File: config.mk
export PLATFORM = sky130hd
export DESIGN_NAME = prog_rate_pulse_gen_flat
export DESIGN_NICKNAME = d
export VERILOG_FILES = /design/src/rtl/prog_rate_pulse_gen_if.sv /design/src/rtl/prog_rate_pulse_gen.sv /design/src/flat_wrapper.sv
export SDC_FILE = /design/constraint.sdc
export NUM_CORES = 1
export LEC_CHECK = 0
export ABC_CLOCK_PERIOD_IN_PS = 3200
export CAP_MARGIN = 20
export CORE_UTILIZATION = 52
export CTS_CLUSTER_SIZE = 8
export DETAILED_ROUTE_END_ITERATION = 10
export PLACE_DENSITY_LB_ADDON = 0.08
export SLEW_MARGIN = 5
export SYNTH_ARGS = -nofsm -noshare
export SYNTH_HDL_FRONTEND = slang
export SYNTH_SLANG_ARGS = --single-unit
File: constraint.sdc
create_clock -name clk -period 3.2 [get_ports clk]
set_input_delay 0.64 -clock clk [delete_from_list [all_inputs] [get_ports clk]]
set_output_delay 0.64 -clock clk [all_outputs]
set_load 0.01 [all_outputs]
File: src/rtl/prog_rate_pulse_gen_if.sv
// Control/status bundle for prog_rate_pulse_gen.
// The master side drives the run controls and divisor loads.
// The slave side (the generator) returns the strobes and busy flag.
interface prog_rate_pulse_gen_if #(
    parameter int unsigned CNT_W   = 16,
    parameter int unsigned BURST_W = 8
);
    logic               en;
    logic               mode;
    logic               start;
    logic [BURST_W-1:0] burst_len;
    logic               div_load;
    logic [CNT_W-1:0]   div_val;
    logic               pulse;
    logic               busy;
    logic               done;
    logic               div_err;

    modport master (
        output en,
        output mode,
        output start,
        output burst_len,
        output div_load,
        output div_val,
        input  pulse,
        input  busy,
        input  done,
        input  div_err
    );

    modport slave (
        input  en,
        input  mode,
        input  start,
        input  burst_len,
        input  div_load,
        input  div_val,
        output pulse,
        output busy,
        output done,
        output div_err
    );
endinterface

File: src/rtl/prog_rate_pulse_gen.sv
// Programmable-rate pulse generator.
// Divides clk by a runtime-loadable divisor and emits 1-cycle strobes, either
// continuously or as a counted burst. Divisor changes made while running are
// held as pending and only take effect on a period boundary, so the period in
// flight is never truncated or stretched.
module prog_rate_pulse_gen #(
    parameter int unsigned CNT_W       = 16,
    parameter int unsigned DEFAULT_DIV = 10000,
    parameter int unsigned BURST_W     = 8
) (
    input  logic                  clk,
    input  logic                  nrst,
    prog_rate_pulse_gen_if.slave  bus
);

    typedef enum logic [1:0] {
        StIdle,
        StRunCont,
        StRunBurst
    } state_e;

    state_e             r_state;
    logic [CNT_W-1:0]   r_cnt;
    logic [CNT_W-1:0]   r_active_div;
    logic [CNT_W-1:0]   r_pend_div;
    logic               r_pend_vld;
    logic [BURST_W-1:0] r_remaining;
    logic               r_pulse;
    logic               r_busy;
    logic               r_done;
    logic               r_div_err;

    logic               w_div_ok;
    logic               w_div_bad;
    logic               w_wrap;
    logic               w_start_cont;
    logic               w_start_burst;
    logic               w_last_pulse;
    logic [CNT_W-1:0]   w_next_div;

    // Decode load validity, period wrap and IDLE exit conditions.
    always_comb begin
        w_div_ok      = bus.div_load && (bus.div_val >= CNT_W'(2));
        w_div_bad     = bus.div_load && (bus.div_val <  CNT_W'(2));
        w_wrap        = (r_cnt == (r_active_div - CNT_W'(1)));
        w_start_cont  = bus.en && !bus.mode;
        w_start_burst = bus.en && bus.mode && bus.start && (bus.burst_len != '0);
        w_last_pulse  = (r_remaining == BURST_W'(1));
        // A load accepted on the boundary edge beats anything already pending.
        if (w_div_ok) begin
            w_next_div = bus.div_val;
        end else if (r_pend_vld) begin
            w_next_div = r_pend_div;
        end else begin
            w_next_div = r_active_div;
        end
    end

    // Control FSM, period counter, divisor bookkeeping and registered outputs.
    always_ff @(posedge clk or negedge nrst) begin
        if (!nrst) begin
            r_state      <= StIdle;
            r_cnt        <= '0;
            r_active_div <= CNT_W'(DEFAULT_DIV);
            r_pend_div   <= '0;
            r_pend_vld   <= 1'b0;
            r_remaining  <= '0;
            r_pulse      <= 1'b0;
            r_busy       <= 1'b0;
            r_done       <= 1'b0;
            r_div_err    <= 1'b0;
        end else begin
            r_pulse   <= 1'b0;
            r_done    <= 1'b0;
            r_div_err <= w_div_bad;

            unique case (r_state)
                StIdle: begin
                    r_cnt <= '0;
                    if (w_div_ok) begin
                        r_active_div <= bus.div_val;
                    end
                    if (w_start_cont) begin
                        r_state <= StRunCont;
                        r_busy  <= 1'b1;
                    end else if (w_start_burst) begin
                        r_state     <= StRunBurst;
                        r_busy      <= 1'b1;
                        r_remaining <= bus.burst_len;
                    end
                end

                StRunCont, StRunBurst: begin
                    if (!bus.en) begin
                        // Abort: no strobe this edge, but a pending divisor is not lost.
                        r_state      <= StIdle;
                        r_busy       <= 1'b0;
                        r_cnt        <= '0;
                        r_remaining  <= '0;
                        r_active_div <= w_next_div;
                        r_pend_vld   <= 1'b0;
                    end else if (w_wrap) begin
                        r_cnt        <= '0;
                        r_pulse      <= 1'b1;
                        r_active_div <= w_next_div;
                        r_pend_vld   <= 1'b0;
                        if (r_state == StRunBurst) begin
                            r_remaining <= r_remaining - BURST_W'(1);
                            if (w_last_pulse) begin
                                r_done  <= 1'b1;
                                r_state <= StIdle;
                                r_busy  <= 1'b0;
                            end
                        end
                    end else begin
                        r_cnt <= r_cnt + CNT_W'(1);
                        if (w_div_ok) begin
                            r_pend_div <= bus.div_val;
                            r_pend_vld <= 1'b1;
                        end
                    end
                end

                default: begin
                    r_state <= StIdle;
                    r_busy  <= 1'b0;
                    r_cnt   <= '0;
                end
            endcase
        end
    end

    assign bus.pulse   = r_pulse;
    assign bus.busy    = r_busy;
    assign bus.done    = r_done;
    assign bus.div_err = r_div_err;

endmodule

File: src/flat_wrapper.sv
// flat-port wrapper written by rule: the top's interface ports become plain ports
module prog_rate_pulse_gen_flat 
#(
    parameter int unsigned CNT_W       = 16,
    parameter int unsigned DEFAULT_DIV = 10000,
    parameter int unsigned BURST_W     = 8
)
  (clk, nrst, bus_en, bus_mode, bus_start, bus_burst_len, bus_div_load, bus_div_val, bus_pulse, bus_busy, bus_done, bus_div_err);
  prog_rate_pulse_gen_if #(.CNT_W(CNT_W), .BURST_W(BURST_W)) bus_i ();
  input  logic clk;
  input  logic nrst;
  input wire logic [$bits(bus_i.en)-1:0] bus_en;
  input wire logic [$bits(bus_i.mode)-1:0] bus_mode;
  input wire logic [$bits(bus_i.start)-1:0] bus_start;
  input wire logic [$bits(bus_i.burst_len)-1:0] bus_burst_len;
  input wire logic [$bits(bus_i.div_load)-1:0] bus_div_load;
  input wire logic [$bits(bus_i.div_val)-1:0] bus_div_val;
  output wire logic [$bits(bus_i.pulse)-1:0] bus_pulse;
  output wire logic [$bits(bus_i.busy)-1:0] bus_busy;
  output wire logic [$bits(bus_i.done)-1:0] bus_done;
  output wire logic [$bits(bus_i.div_err)-1:0] bus_div_err;
  assign bus_i.en = bus_en;
  assign bus_i.mode = bus_mode;
  assign bus_i.start = bus_start;
  assign bus_i.burst_len = bus_burst_len;
  assign bus_i.div_load = bus_div_load;
  assign bus_i.div_val = bus_div_val;
  assign bus_pulse = bus_i.pulse;
  assign bus_busy = bus_i.busy;
  assign bus_done = bus_i.done;
  assign bus_div_err = bus_i.div_err;
  prog_rate_pulse_gen #(.CNT_W(CNT_W), .DEFAULT_DIV(DEFAULT_DIV), .BURST_W(BURST_W)) u_core (.clk(clk), .nrst(nrst), .bus(bus_i));
endmodule
==> summary.txt <==
Power and ir drop
  • Sw Share: 0.389
  • P_leak: 0.00176 uW
  • Clk network pwr share: 0.191
  • Max VDD drop: 0.443 mV
  • Flop pwr share: 0.384
  • Sw Pwr: between 1000 and 1500 uW
  • Comb power frac: 0.425
  • Power density cells: between 800 and 900 nW/um^2
  • Internal Pwr Total: roughly 2200 uW

Timing
  • Skew final: 0.0114 ns
  • Achievable Freq: between 300 and 400 MHz
  • Worst setup margin: between 0.1 and 0.15 ns
  • Setup Viol. Count Final: 0
  • Total negative slack: 0 ns
  • Slew Limit Fails: 0
  • Least-Margin Pin Slew: 0.806 ns
  • Final hold viol count: 0
  • Min Tclk post-route: roughly 3.1 ns
  • RSZ-0062 raised after global routing: no
  • Crit share post-route: 0.963
  • Slew HR: 0.463

Job
  • Max-cap viol count: 0

Global route
  • Global route overflow: 0
  • GRT Total Usage: 0.235
  • Vias in the first global route: 2644
  • First-pass GRT wire length: around 13000 um
  • Gr busiest metal: met1
  • Initial antenna violation count: 0
  • Largest net degree at the start of global routing: 64
  • Met2 Usage GRT: 0.327
  • GR met1 Demand/Resource: 0.361
  • Grt met3 use: 0.0346

Detailed routing
  • DR pass1 iterations: 4
  • Post-DR wirelength/cell: roughly 16 um
  • Residual DRC: 0
  • Final wirelength: approximately 7900 um
  • Total vias in the final route: 2796
  • Initial DRC count: 151
  • Vias/cell: between 5 and 6
  • Post-route ant nets: 0

Yosys
  • Main area contributors after synthesis: dfrtp_1 (40%), mux2_2 (11%), xor2_1 (4.1%)
  • Synthesized cell area: around 3600 sq um
  • Register bit total from synthesis: 63
  • Primary FF master, synth: dfrtp_1
  • Mean post-synth cell area: 10.2 sq um
  • Synth Instances: between 300 and 400
  • Post-synth cell types: between 50 and 60
  • Share of Yosys cell area claimed by the top area cell type: 0.400
  • Syn nets: about 390
  • Seq/Total Area, Yosys: 0.436
  • Number of synthesized flops with an enable pin: 0
  • Asr flop ratio synth: 1.00
  • Syn. warnings: 0
  • Cell taking the most area after synthesis: dfrtp_1

Cells and area
  • # fillers: between 500 and 600
  • # diodes: 0
  • Finished Layout Cells: about 480
  • Post-route design area: 4280 sq um
  • Layout cells sized above 1: 0.188
  • NumNets Final: 436
  • Final design utilization: 0.633
  • Area delta synth->final: 17.9%

Placed design
  • Post-place setup slack: roughly 0.11 ns
  • Port Buffers: 33
  • Final RePlAce weighted congestion: ~0.95
  • Placed cell count: approximately 470
  • Post-DP Area: slightly above 4000 sq um
  • HPWL after detailed placement: approximately 5700 um

Floorplanning
  • Number of cell rows: 30
  • Die Y: 85.5 um
  • Die ar.: ~7300 sq um
  • Core Region: roughly 6800 sq um
  • Initial Util: 0.537
  • I/O pins: 34
  • Die Wd: 85.5 um

CTS
  • CTS max path bufs: 2
  • CTS hold repair buffers: 0
  • Clock Sinks: 63
  • CTS clk-pin slew, worst paths: ~0.08 ns
  • TritonCTS clock tree: built
  • Worst-Skew Late Latency: approximately 0.34 ns
  • Clock Tree Root: clkbuf_8
  • H-tree levels: 3
  • TritonCTS Buffers: 9

Worst setup path
  • Worst EP required: 3.38 ns
  • Setup CP Type: reg2reg
  • CP Max Fanout: 8
  • CP arrival: between 3 and 4 ns
  • Crit end category: flip-flop
  • Startpoint types: flip-flop

Run status
  • Status: finished clean

Worst hold path
  • Hold WC Path Type: in2async
-- power by group through the flow --
stage	logic, uW	registers, uW	clock network, uW
final	1540	1390	693
after global routing	1700	1440	745
after CTS	1510	1380	712
after detailed placement	1500	1400	0
after global placement	1470	1390	0
after floorplan	1190	1310	0
-- logic make-up after synthesis --
| kind of cell | synth area share |
|---|---|
| simple gates | 0.192 |
| flops | 0.436 |
| compound gates | 0.0931 |
| mux | 0.156 |
| xor+xnor | 0.0700 |
| buf+inv | 0.0283 |
| fa+ha+maj | 0.0241 |
-- what timing repair did --
item                       4_1_cts  5_1_grt
setup endpoints to repair        0       21
setup buffers                    0        1
gates resized for setup          0        7
-- per-layer routing --
layer  vias up  part of all wire
met5         -                 0
li1       1364                 -
met1      1344              0.51
met3        13             0.048
met2        75              0.42
met4         0             0.020
-- per-stage QoR --
stage / hold slack [ns] / power [uW]
floorplan: 0.344 / 2500
global placement: 0.469 / 2860
detailed placement: 0.480 / 2900
CTS: 0.488 / 3610
global route: 0.514 / 3880
finish: 0.468 / 3630
-- area by class of cell --
cell class	count	area (sq um)	area share
Multi-Input combinational cell	273	1970	0.460
Clock buffer	10	128	0.0298
Clock inverter	6	70.1	0.0164
Sequential cell	63	1580	0.370
Tap cell	80	100	0.0234
Timing Repair Buffer	41	385	0.0901
Inverter	11	41.3	0.00965
-- worst max-delay path: stages (launching register included) --
cell,delay [ns]
dfrtp_2,0.45
or4_4,0.54
or3_1,0.37
a21oi_1,0.15
o21ai_1,0.14
or3_4,0.41
or4_4,0.57
o21ai_0,0.17
a32oi_1,0.13
-- flip-flops by register name, indices dropped and copies added (netlist names) --
register,cells
u_core.bus.busy,1
u_core.bus.div_err,1
u_core.bus.done,1
u_core.bus.pulse,1
u_core.r_active_div,16
u_core.r_cnt,16
u_core.r_pend_div,16
u_core.r_pend_vld,1
u_core.r_remaining,8
u_core.r_state,2
-- path summary, 6_finish.rpt --
kind | startpoint | endpoint | slack [ns] | cells past startpoint
setup / recovery | u_core.r_active_div[2]$_DFFE_PN0P_ | u_core.r_remaining[0]$_DFFE_PN0P_ | 0.12 | 8
hold / removal | nrst | u_core.r_cnt[14]$_DFF_PN0_ | 0.47 | 2
setup reg to reg | u_core.r_active_div[2]$_DFFE_PN0P_ | u_core.r_remaining[0]$_DFFE_PN0P_ | 0.12 | 8
hold reg to reg | u_core.r_pend_div[6]$_DFFE_PN0P_ | u_core.r_pend_div[6]$_DFFE_PN0P_ | 0.49 | 1
max in group asynchronous | nrst | u_core.r_active_div[2]$_DFFE_PN0P_ | 2.15 | 2
min in group clk | u_core.r_pend_div[6]$_DFFE_PN0P_ | u_core.r_pend_div[6]$_DFFE_PN0P_ | 0.49 | 1
-- layout by cell type, fill, tap and decap left out, types with 8 or more instances in the layout --
cell,Yosys,final
a21oi_1,15,14
buf_4,2,8
clkbuf_8,0,9
clkdlybuf4s50_1,0,32
dfrtp_1,58,57
inv_1,10,10
mux2_1,10,10
mux2_2,34,34
nand2_1,24,24
nand3_1,14,14
nor2_1,37,37
nor3_1,13,11
xnor2_1,12,12
xor2_1,17,17
-- synthesized netlist by cell type (3+ instances only) --
library cell and number:
a21oi_1 15, a32oi_1 3, and3_1 6, clkbuf_1 4, dfrtp_1 58, dfstp_2 5, ha_1 7, inv_1 10
mux2_1 10, mux2_2 34, mux2i_1 7, nand2_1 24, nand2b_1 4, nand3_1 14, nand4_1 4, nor2_1 37
nor2b_1 6, nor3_1 13, nor4_1 7, o211ai_1 3, o21ai_0 7, o21bai_1 3, o22ai_1 3, or3_1 4
xnor2_1 12, xor2_1 17
Power figures use the tool's default switching activity.
